## src/rtl/ksln_response_compactor.sv

```systemverilog
// 16-bit MISR response compactor that signs num_patterns 4-bit response words and compares the result against golden.
// Latency: each absorbed word shows up in signature one cycle later; done/pass go valid the cycle after the final word.
// Backpressure: resp_ready is high only in RUN, so words offered in IDLE or DONE are dropped, and resp_valid may stall indefinitely.
module ksln_response_compactor #(
    parameter logic [15:0] SEED = 16'hACE1
) (
    input  logic        CK,
    input  logic        RST,
    input  logic        start,
    input  logic [7:0]  num_patterns,
    input  logic [15:0] golden,
    input  logic        resp_valid,
    input  logic [3:0]  resp,
    output logic        resp_ready,
    output logic        busy,
    output logic        done,
    output logic        pass,
    output logic [15:0] signature,
    output logic [7:0]  count
);

    typedef enum logic [1:0] {
        IDLE = 2'd0,
        RUN  = 2'd1,
        DONE = 2'd2
    } state_t;

    state_t      state;
    logic [15:0] golden_q;
    logic [7:0]  num_q;
    logic        fb;
    logic [15:0] sig_nxt;
    logic [7:0]  cnt_nxt;

    // MISR taps at bits 15, 14, 12 and 3; the response word folds into the low nibble.
    always_comb begin
        fb      = signature[15] ^ signature[14] ^ signature[12] ^ signature[3];
        sig_nxt = {signature[14:0], fb} ^ {12'b0, resp};
        cnt_nxt = count + 8'd1;
    end

    always_ff @(posedge CK) begin
        if (RST) begin
            state      <= IDLE;
            signature  <= SEED;
            count      <= 8'd0;
            done       <= 1'b0;
            pass       <= 1'b0;
            busy       <= 1'b0;
            resp_ready <= 1'b0;
            golden_q   <= 16'd0;
            num_q      <= 8'd0;
        end else begin
            case (state)
                IDLE, DONE: begin
                    if (start) begin
                        signature <= SEED;
                        count     <= 8'd0;
                        golden_q  <= golden;
                        num_q     <= num_patterns;
                        if (num_patterns != 8'd0) begin
                            state      <= RUN;
                            busy       <= 1'b1;
                            resp_ready <= 1'b1;
                            done       <= 1'b0;
                            pass       <= 1'b0;
                        end else begin
                            // Empty run: the seed itself is the final signature.
                            state      <= DONE;
                            busy       <= 1'b0;
                            resp_ready <= 1'b0;
                            done       <= 1'b1;
                            pass       <= (SEED == golden);
                        end
                    end
                end
                RUN: begin
                    if (resp_valid) begin
                        signature <= sig_nxt;
                        count     <= cnt_nxt;
                        if (cnt_nxt == num_q) begin
                            state      <= DONE;
                            busy       <= 1'b0;
                            resp_ready <= 1'b0;
                            done       <= 1'b1;
                            pass       <= (sig_nxt == golden_q);
                        end
                    end
                end
                default: begin
                    state      <= IDLE;
                    busy       <= 1'b0;
                    resp_ready <= 1'b0;
                    done       <= 1'b0;
                    pass       <= 1'b0;
                end
            endcase
        end
    end

endmodule

```

## config.mk

```make
export PLATFORM = sky130hd
export DESIGN_NAME = ksln_response_compactor
export DESIGN_NICKNAME = d
export VERILOG_FILES = /design/src/rtl/ksln_response_compactor.sv
export SDC_FILE = /design/constraint.sdc
export NUM_CORES = 1
export LEC_CHECK = 0
export BUFFER_PORTS_ARGS = -buffer_cell sky130_fd_sc_hd__buf_2
export CORE_ASPECT_RATIO = 0.75
export CORE_MARGIN = 1
export CORE_UTILIZATION = 45
export DETAILED_ROUTE_END_ITERATION = 10
export PLACE_DENSITY = 0.69
export SYNTH_ARGS = -nofsm -noshare
export SYNTH_HDL_FRONTEND = slang
export SYNTH_SLANG_ARGS = --single-unit
```

## constraint.sdc

```tcl
create_clock -name CK -period 4.5 [get_ports CK]
set_clock_uncertainty 0.05 [all_clocks]
set_input_delay 0.225 -clock CK [delete_from_list [all_inputs] [get_ports CK]]
set_output_delay 0.225 -clock CK [all_outputs]
set_load 0.005 [all_outputs]
```

=== Yosys cells after proc, flatten, opt, wreduce, memory -nomap -nowiden ===
Cells that the tools add are included.

* Register bits: 53
* Bits of input ports: 32
* Output and inout port bits: 28
* Logic and storage cells: 54

* $add $sub $neg: 1
* Equality and inequality tests: 8
* Multiplexer cells: 26
* Bitwise gates (word level): 4
* Reduce and logical (&&, ||, !) cells: 7

{| class="wikitable"
|+ Operators by type and width
! operator !! count
|-
| two-way mux 16 bit || 2
|-
| case mux 16 bit (2 select lines) || 1
|-
| == test 16 bit || 1
|-
| == test 16 bit (first input constant) || 1
|-
| two-way mux 8 bit || 2
|-
| case mux 8 bit (2 select lines) || 1
|-
| XOR 16 x 4 -> 16 bit || 1
|-
| two-way mux 1 bit || 12
|-
| adder 8 x 1 -> 8 bit (second input constant) || 1
|-
| == test 8 bit || 1
|-
| two-way mux 2 bit || 4
|-
| nonzero test 8 bit || 1
|-
| != test 2 bit (second input constant) || 3
|-
| case mux 1 bit (2 select lines) || 3
|-
| AND reduction 3 bit || 2
|-
| case mux 2 bit (2 select lines) || 1
|-
| XOR 1 bit || 3
|-
| == test 2 x 1 -> 1 bit (second input constant) || 1
|-
| == test 2 bit (second input constant) || 1
|-
| logical NOT 2 bit || 1
|-
| AND reduction 2 bit || 1
|-
| nonzero test 2 bit || 1
|-
| OR reduction 2 bit || 1
|}

=== Longest topological paths before layout ===
Gate-level depths: netlist of the first run.

* Depth after elaboration: 8
* Mapped depth: 8
* Depth with buffers taken out: 7

=== Worst setup path after synthesis of the first run ===
OpenSTA, ideal clock, no wires.

* Kind: register to register
* Start: register count[0]
* End: register busy
* Arrival time: 1,895 ps
* Data required time: 4,322 ps
* Path slack: 2,428 ps
* Stages on the path, launching flop included: 8
* Buffers on the path: 0
* Cells stage by stage: dfxtp_1 > ha_1 > xor2_1 > a2111oi_4 > nand4_2 > o31ai_4 > mux2i_1 > nor2_1

* Word-level cells in the longest chain between the ends: 4

{| class="wikitable"
|+ Ends and longest elaborated chain
! element !! line !! RTL
|-
| start, declared || 19 || <nowiki>output logic [7:0] count</nowiki>
|-
| start signal, assigned || 80 || <nowiki>count <= cnt_nxt;</nowiki>
|-
| adder 8 x 1 -> 8 bit || 39 || <nowiki>cnt_nxt = count + 8'd1;</nowiki>
|-
| == test 8 bit || 81 || <nowiki>if (cnt_nxt == num_q) begin</nowiki>
|-
| != test 2 bit (no source line) || n/a ||
|-
| AND reduction 3 bit (no source line) || n/a ||
|-
| end signal, assigned || 49 || <nowiki>busy <= 1'b0;</nowiki>
|-
| end signal, assigned || 83 || <nowiki>busy <= 1'b0;</nowiki>
|-
| end signal, assigned || 92 || <nowiki>busy <= 1'b0;</nowiki>
|-
| end, declared || 15 || <nowiki>output logic busy,</nowiki>
|}

Every way passes these cells.
A chain may end at the register's enable or synchronous reset.

=== Worst setup path in the final report of the first run ===
* Start: register state[0]
* End: register count[5]

* Word-level cells in the longest chain between the ends: 4
* Elaborated cells on any way between the ends: 9
* Classes of those cells: eq/ne: 4; mux: 1; reduce/logical: 4

{| class="wikitable"
|+ Ends and longest elaborated chain
! element !! line !! RTL
|-
| start, declared || 28 || <nowiki>state_t state;</nowiki>
|-
| start signal, assigned || 44 || <nowiki>state <= IDLE;</nowiki>
|-
| start signal, assigned || 62 || <nowiki>state <= RUN;</nowiki>
|-
| start signal, assigned || 69 || <nowiki>state <= DONE;</nowiki>
|-
| == test 2 bit / logical NOT 2 bit (equally long branches) || 54 || <nowiki>case (state)</nowiki>
|-
| OR reduction 2 bit || 54 ||
|-
| != test 2 bit (no source line) / nonzero test 2 bit (equally long branches) || n/a ||
|-
| AND reduction 3 bit (no source line) || n/a ||
|}

Several ways; a longest one is shown, not always the timed one.

==> flow_metrics.py, run 1 <==
metrics = {
    "status": {
        "status": "finished, final reports clean",
    },
    "worst_setup_path": {
        "worstPathCellList": "nor2b_4 > nand2_1 > nand2_1 > o21ai_0 > a21oi_1 > nor2_1",
        "cp-start-kind": "flop",
        "critical-path-max-stage-delay_ns": 0.54,
        "critPathBufInv": 0,
        "crit_family": "simple AND/OR/NAND/NOR gates",
        "worst-setup-path-type": "reg2reg",
        "arrival_ns": 2.51,
        "reg2reg_depth": 6,
        "cp_slowest_cell": "nand2_1",
        "worstPathRequired_ns": 4.62,
        "crit_cells": 6,
        "critPathMostFrequentCell": "nand2_1",
        "end_kind": "flop",
        "crit_fanout": 25,
    },
    "clock_tree": {
        "worstSkewPairLatency_ns": 0.30,
        "clock_sinks": 52,
        "cts_buffers": 5,
        "cts-root-buf": "clkbuf_8",
        "clkTransAtPathRegs_ns": 0.09,
        "cts_hold_buf": 0,
        "cts_tree": "done",
        "post_cts_buffers": 0,
        "cts.path.max_buffers": 2,
        "h-tree-depth": 2,
        "cts-resized-gates": 0,
    },
    "floorplanning": {
        "rows": 23,
        "dieArea_mm2": 0.00592,
        "io_pins": 60,
        "die_h_um": 66.9,
        "start_util_pct": 46.9,
        "coreArea_mm2": 0.00538,
        "die_x_um": 88.5,
    },
    "timing": {
        "finalHoldViolCount": 0,
        "timing.final.max_slew_violations": 0,
        "tightest_slew_ns": 1.08,
        "rsz0062_at_grt": "no",
        "slew_headroom_pct": 28.3,
        "setup_viol": 0,
        "setup_tns_ns": 0,
        "fmax_ghz": 0.418,
        "period_share_pct": 53.2,
        "period_minus_slack_ns": 2.39,
    },
    "layout": {
        "multi_input_area_mm2": 0.00139,
        "num-nets-final": 395,
        "fillers": 544,
        "drive_gt1_share_pct": 20.1,
        "regArea_mm2": 0.00104,
        "syn2layout_area_growth_pct": 15.7,
        "n_antenna_cell": 0,
    },
    "drt": {
        "wl_per_cell_um": 14.0,
        "dr.pass1.iters": 4,
        "wl_um": 6140,
        "vias": 2266,
        "postRouteAntennaNets": 0,
        "drc": 0,
        "drt_iter0_drc": 170,
        "vias_per_cell": 5.17,
    },
    "yosys": {
        "netlist_area_mm2": 0.00253,
        "synth_flop_cell": "dfxtp_1",
        "synth_area_leaders": "dfxtp_1, nand2_1, a21oi_1, xnor2_1, xor2_1",
        "synthTopCellsByCount": "nand2_1, dfxtp_1, a21oi_1",
        "yosys.area.top_type": "dfxtp_1",
        "yosys_warnings": 0,
        "yosysMostFrequentCell": "nand2_1",
        "syn-num-nets": 349,
        "ys_seq_area_share_pct": 41.2,
        "async_flop_share_pct": 0,
        "avgSynthCellArea_um2": 7.99,
        "yosys.area.top_type_share_pct": 41.2,
        "synth_edf_count": 0,
        "synth_cell_type_count": 39,
        "synth_cells": 316,
        "ys_ff_latch": 52,
    },
    "min_path": {
        "hp-class": "in2reg",
        "min_delay_path_depth": 3,
    },
    "place": {
        "dp_hpwl_um": 4230,
        "gp_congestion": 0.741,
        "portBuffers": 59,
    },
    "run": {
        "maxCapViolCount": 0,
    },
    "global_route": {
        "antenna_found_initial": 0,
        "grt_max_degree": 53,
        "first_global_vias": 1953,
        "grt_pass1_wl_um": 9840,
        "overflow": 0,
        "grt_usage_pct": 22.1,
    },
    "power_and_ir_drop": {
        "power_mw": 0.968,
        "power.density_mw_per_mm2": 331,
        "leakage_nw": 1.20,
        "ir_worst_vdd_uv": 157,
    },
}
metal layers:
metal	part of all wire, %	GRT usage [%]
met5	0	0
met4	1.2	7.66
met3	4.6	4.21
met2	42	30.3
met1	52	33.6
cell usage in the layout (no fill, tap or decap), types with 2 or more instances in the layout:
cell | synthesis | layout
xnor2_1 | 19 | 19
and3_1 | 2 | 2
nand3_1 | 10 | 10
nor3b_1 | 2 | 2
or4_1 | 3 | 3
buf_2 | 0 | 59
dfxtp_1 | 52 | 52
nor3_1 | 11 | 11
clkbuf_8 | 0 | 6
mux2i_1 | 3 | 3
nor4_1 | 6 | 6
o21a_1 | 2 | 2
xor2_1 | 16 | 16
o21bai_1 | 8 | 8
clkbuf_1 | 17 | 2
nand2_1 | 66 | 66
nand4_1 | 4 | 4
a21oi_1 | 41 | 41
nor2_1 | 28 | 28
o21ai_0 | 5 | 5
final cells by class:
| class | count | area share (%) |
|---|---|---|
| repair buffers | 60 | 10.4 |
| flip-flops and latches | 52 | 35.6 |
| well taps | 75 | 3.21 |
| clock buffers | 8 | 3.08 |
| inverters | 1 | 0.128 |
| multi-input cells | 242 | 47.6 |
per-stage QoR:
| step | cell area (um2) | hold slack [ns] | utilization (%) | cells | setup slack (ns) |
|---|---|---|---|---|---|
| finish | 2920 | 0.107 | 54.3 | 438 | 2.11 |
| CTS | 2920 | 0.104 | 54.3 | 438 | 2.08 |
| global route | 2920 | 0.0989 | 54.3 | 438 | 1.88 |
| global placement | 2830 | 0.403 | 52.6 | 430 | 2.21 |
| detailed placement | 2830 | 0.408 | 52.6 | 430 | 2.09 |
| floorplan | 2530 | 0.311 | - | 316 | 2.43 |
power breakdown:
part	internal [mW]	total [mW]	switching (mW)
registers	0.487	0.512	0.0251
logic	0.0738	0.177	0.104
clock network	0.126	0.279	0.153
cells by family (layout without fill, tap and decap cells):
logic type / count (synthesis) / count (layout) / synth area share (%)
simple gates: 142 / 142 / 26.2
compound gates: 61 / 61 / 15.0
flops: 52 / 52 / 41.2
xor+xnor: 35 / 35 / 12.1
buf+inv: 22 / 69 / 3.76
mux: 3 / 3 / 1.19
fa+ha+maj: 1 / 1 / 0.495
path summary, 6_finish.rpt:
path                                           startpoint                        end  slack (ns)
worst max register to register      state[0]$_SDFFE_PP0P_      count[5]$_SDFFE_PP0P_        2.11
worst min-delay path                      num_patterns[0]      num_q[0]$_SDFFE_PP0P_        0.11
worst max-delay path                state[0]$_SDFFE_PP0P_      count[5]$_SDFFE_PP0P_        2.11
worst min register to register  golden_q[12]$_SDFFE_PP0P_  golden_q[12]$_SDFFE_PP0P_        0.42
tightest hold or removal path, stage by stage:
cell and delay [ns]:
buf_2 0.10, nand2_1 0.05, a21oi_1 0.05
sequential cells by signal, indices dropped and copies added (netlist names):
signal and count:
state 1, count 8, busy 1, num_q 8, pass 1, golden_q 16, signature 16, done 1
Note: power is estimated with default switching activity, not from simulation.
==> run 2: changes to the inputs <==
- PLACE_DENSITY: 0.69 -> 0.71
- clock period: 4.5 -> 2 ns (I/O delays scaled with it)
==> flow_metrics.py, run 2 (synthesis results as in run 1) <==
metrics = {
    "power_and_ir_drop": {
        "power.density_mw_per_mm2": 688,
        "ir_worst_vdd_uv": 448,
        "power_mw": 2.24,
        "leakage_nw": 1.35,
    },
    "place": {
        "dp_cells": 443,
        "portBuffers": 59,
        "gp_congestion": 0.858,
        "dp_hpwl_um": 4620,
        "dpl_cell_area_mm2": 0.00293,
    },
    "layout": {
        "largestRegisters": "golden_q: 16 flops, signature: 16 flops",
        "fillers": 484,
        "drive_gt1_share_pct": 23.9,
        "stdcell_count": 472,
        "syn2layout_area_growth_pct": 28.7,
        "design_area_mm2": 0.00325,
        "n_antenna_cell": 0,
        "num-nets-final": 429,
        "layout_common_cells": "nand2_1, buf_2, dfxtp_1",
        "final_common_cell": "nand2_1",
        "utilization_pct": 60.4,
    },
    "drt": {
        "drc": 0,
        "drt_iter0_drc": 158,
        "wl_per_cell_um": 13.8,
        "vias_per_cell": 5.11,
        "wl_um": 6530,
        "vias": 2414,
        "postRouteAntennaNets": 0,
        "dr.pass1.iters": 4,
    },
    "min_path": {
        "hp-class": "in2reg",
    },
    "clock_tree": {
        "cts_buffers": 5,
        "cts-root-buf": "clkbuf_8",
        "clock_sinks": 52,
        "worstSkewPairLatency_ns": 0.30,
        "cts.path.max_buffers": 2,
        "cts_tree": "done",
        "h-tree-depth": 2,
        "clkTransAtPathRegs_ns": 0.09,
    },
    "floorplanning": {
        "start_util_pct": 46.9,
        "rows": 23,
        "io_pins": 60,
        "die_h_um": 66.9,
        "die_x_um": 88.5,
        "dieArea_mm2": 0.00592,
        "coreArea_mm2": 0.00538,
    },
    "global_route": {
        "grt_usage_pct": 23.6,
        "first_global_vias": 2135,
        "grt_max_degree": 29,
        "antenna_found_initial": 0,
        "overflow": 0,
        "grt_pass1_wl_um": 10400,
    },
    "worst_setup_path": {
        "crit_fanout": 2,
        "worstPathRequired_ns": 2.17,
        "worst-setup-path-type": "in2reg",
        "cp-start-kind": "input port",
        "end_kind": "flop",
        "arrival_ns": 2.09,
    },
    "timing": {
        "tightest_slew_ns": 0.507,
        "timing.final.max_slew_violations": 0,
        "slew_headroom_pct": 66.2,
        "rsz0062_at_grt": "no",
        "setup_viol": 0,
        "finalHoldViolCount": 0,
        "period_share_pct": 96.3,
        "fmax_ghz": 0.519,
        "fin_hold_ws_ns": 0.00938,
        "period_minus_slack_ns": 1.93,
    },
    "run": {
        "maxCapViolCount": 0,
    },
    "status": {
        "status": "finished, final reports clean",
    },
}
[run 2: cell types whose count changed in the layout (fill, tap and decap cells not counted), moves of 2 or more]
cell,change
dfxtp_2,+4
buf_4,+14
dfxtp_1,-4
clkbuf_1,-2
clkinv_2,+2
dlygate4sd3_1,+20
[run 2: stage by stage]
step / TNS [ns] / setup WS (ns)
after floorplan: 0 / 0.0495
after global placement: 0 / 0.0217
after detailed placement: -0.0102 / -0.0102
after CTS: 0 / 0.00538
after global routing: 0 / 0.00387
final: 0 / 0.0743
[run 2: final timing paths]
check	to	from	slack [ns]	cells past startpoint
worst min-delay path	num_q[1]$_SDFFE_PP0P_	num_patterns[1]	0.009	3
worst max-delay path	pass$_SDFFE_PP0P_	golden[9]	0.07	5
worst max register to register	busy$_SDFFE_PP0P_	count[0]$_SDFFE_PP0P_	0.09	7
worst min register to register	golden_q[5]$_SDFFE_PP0P_	golden_q[5]$_SDFFE_PP0P_	0.42	2
[run 2: layout make-up]
class	instances	area (um2)	area share (%)
clock inverter	2	10.0	0.308
timing repair buffer	94	608	18.7
sequential	52	1050	32.2
inverter	1	3.75	0.115
tap	75	93.8	2.89
multi-input combinational	242	1410	43.3
clock buffer	6	82.6	2.54
[run 2: power by group]
| part | total, mW | internal, mW | leakage [nW] | switching, mW |
|---|---|---|---|---|
| Clock | 0.624 | 0.277 | 0.0510 | 0.347 |
| Combinational | 0.464 | 0.214 | 0.873 | 0.250 |
| Sequential | 1.15 | 1.10 | 0.427 | 0.0549 |
| Total | 2.24 | 1.59 | 1.35 | 0.652 |
[run 2: per-layer routing]
layer	track usage [%]	wire [um]	vias to the layer above
li1	-	-	1234
met1	33.7	3220	1108
met2	36.3	2900	68
met3	4.09	370	4
met4	6.45	40	0
met5	0	0	-
[run 2: critical path, cell delays in order]
cell and delay, ns:
dlygate4sd3_1 0.53, buf_2 0.13, or4bb_1 0.55, or4_1 0.53, a311oi_1 0.25
[run 2: what timing repair did]
action	CTS	global route
pin swaps	2	4
gates resized for setup	1	4
endpoints found under the hold margin	20	0
buffers inserted	0	1
hold buffers	20	0
setup endpoints to repair	3	3
==> run 3: changes to the inputs <==
- CORE_MARGIN: 1 -> default
- CTS_BUF_LIST: default -> sky130_fd_sc_hd__clkbuf_4
==> flow_metrics.py, run 3 (synthesis results as in run 1) <==
metrics = {
    "timing": {
        "fin_ws_ns": 0.0500,
        "fmax_ghz": 0.513,
        "timing.final.max_slew_violations": 0,
        "rsz0062_at_grt": "yes",
        "period_share_pct": 97.5,
        "tightest_slew_ns": 0.529,
        "slew_headroom_pct": 64.8,
        "period_minus_slack_ns": 1.95,
        "finalHoldViolCount": 0,
        "setup_viol": 0,
    },
    "run": {
        "maxCapViolCount": 0,
    },
    "clock_tree": {
        "worstSkewPairLatency_ns": 0.37,
        "clock_sinks": 52,
        "cts-root-buf": "clkbuf_4",
        "cts_buffers": 5,
        "cts.path.max_buffers": 2,
        "cts_tree": "done",
        "clkTransAtPathRegs_ns": 0.15,
        "h-tree-depth": 2,
    },
    "global_route": {
        "overflow": 0,
        "grt_usage_pct": 24.1,
        "first_global_vias": 2203,
        "grt_max_degree": 29,
        "antenna_found_initial": 0,
        "grt_pass1_wl_um": 10600,
    },
    "place": {
        "portBuffers": 59,
        "dp_hpwl_um": 4620,
        "place_ws_ns": -0.0102,
        "gp_congestion": 0.858,
    },
    "worst_setup_path": {
        "crit_family": "simple AND/OR/NAND/NOR gates",
        "end_kind": "flop",
        "reg2reg_depth": 7,
        "r2r_end": "busy$_SDFFE_PP0P_",
        "arrival_ns": 2.19,
        "worstPathRequired_ns": 2.24,
        "cp_slowest_cell": "dlygate4sd3_1",
        "worstPathCellList": "dlygate4sd3_1 > buf_2 > or4_1 > nor2_4 > nand4_1 > or4_1 > a311oi_2",
        "worst-setup-path-type": "in2reg",
        "critPathBufInv": 2,
        "critical-path-max-stage-delay_ns": 0.52,
        "critPathMostFrequentCell": "or4_1",
        "cp-start-kind": "input port",
        "r2r_start": "count[0]$_SDFFE_PP0P_",
        "reg2reg_slack_ns": 0.10,
        "crit_fanout": 3,
    },
    "floorplanning": {
        "start_util_pct": 46.9,
        "die_x_um": 88.5,
        "rows": 23,
        "io_pins": 60,
        "die_h_um": 66.9,
        "coreArea_mm2": 0.00538,
        "dieArea_mm2": 0.00592,
    },
    "drt": {
        "vias": 2410,
        "wl_um": 6700,
        "drc": 0,
        "postRouteAntennaNets": 0,
        "wl_per_cell_um": 14.0,
        "drt_iter0_drc": 162,
        "vias_per_cell": 5.03,
        "dr.pass1.iters": 4,
    },
    "layout": {
        "layout_common_cells": "nand2_1, buf_2, dfxtp_1",
        "final_common_cell": "nand2_1",
        "num-nets-final": 436,
        "drive_gt1_share_pct": 23.5,
        "n_antenna_cell": 0,
        "syn2layout_area_growth_pct": 30.3,
        "largestRegisters": "golden_q: 16 flops, signature: 16 flops",
    },
    "min_path": {
        "min_from": "RST",
        "min_delay_path_depth": 2,
        "holdPathEnd": "count[6]$_SDFFE_PP0P_",
        "hp-class": "in2reg",
    },
    "power_and_ir_drop": {
        "leakage_nw": 1.36,
        "power.density_mw_per_mm2": 635,
        "ir_worst_vdd_uv": 473,
        "power_mw": 2.09,
    },
    "status": {
        "status": "finished, final reports clean",
    },
}
-- run 3: layout make-up --
type                    instances  area, um2
clock buffers                   5       37.5
clock inverters                 3       13.8
fillers                       482       2090
inverters                       1       3.75
multi-input cells             242       1420
flip-flops and latches         52       1050
well taps                      75       93.8
repair buffers                101        678
-- run 3: where the power goes --
part | internal, mW | switching (mW) | leakage (nW)
clock | 0.130 | 0.331 | 0.0324
sequential | 1.10 | 0.0546 | 0.427
combinational | 0.224 | 0.255 | 0.904
total | 1.45 | 0.641 | 1.36
-- run 3: stage by stage --
stage                     instance area (um2)  std cells  util (%)  hold slack, ns  TNS [ns]
after global placement                   2930        443      54.5           0.304         0
after detailed placement                 2930        443      54.5           0.309   -0.0102
final                                    3290        479      61.2           0.124         0
after floorplan                          2530        316         -           0.186         0
after global routing                     3290        479      61.2           0.134         0
after CTS                                3260        478      60.7           0.121         0
-- run 3: how the worst max path moves through the flow --
| stage | startpoint | to | slack, ns | depth (start not counted) |
|---|---|---|---|---|
| detailed placement | count[0]$_SDFFE_PP0P_ | busy$_SDFFE_PP0P_ | -0.01 | 7 |
| CTS | count[1]$_SDFFE_PP0P_ | busy$_SDFFE_PP0P_ | 0.002 | 7 |
| floorplan | count[0]$_SDFFE_PP0P_ | busy$_SDFFE_PP0P_ | 0.05 | 7 |
| finish | num_patterns[0] | pass$_SDFFE_PP0P_ | 0.05 | 7 |
| global route | num_patterns[0] | pass$_SDFFE_PP0P_ | 0.008 | 7 |
| global placement | count[0]$_SDFFE_PP0P_ | busy$_SDFFE_PP0P_ | 0.02 | 7 |
-- run 3: metal layers --
metal,wire (um),vias up,global-route usage [%]
met2,2950,65,37.6
met3,333,6,4.34
li1,-,1247,-
met5,0,-,0
met4,55,0,6.65
met1,3360,1092,33.9
-- run 3: what timing repair did --
| item | in CTS | in global routing |
|---|---|---|
| hold buffers | 27 | 0 |
| setup buffers | 0 | 1 |
| setup endpoints to repair | 3 | 3 |
| gates cloned | 0 | 0 |
| gates resized for setup | 1 | 6 |
| pin swaps | 3 | 3 |
| endpoints found under the hold margin | 27 | 0 |
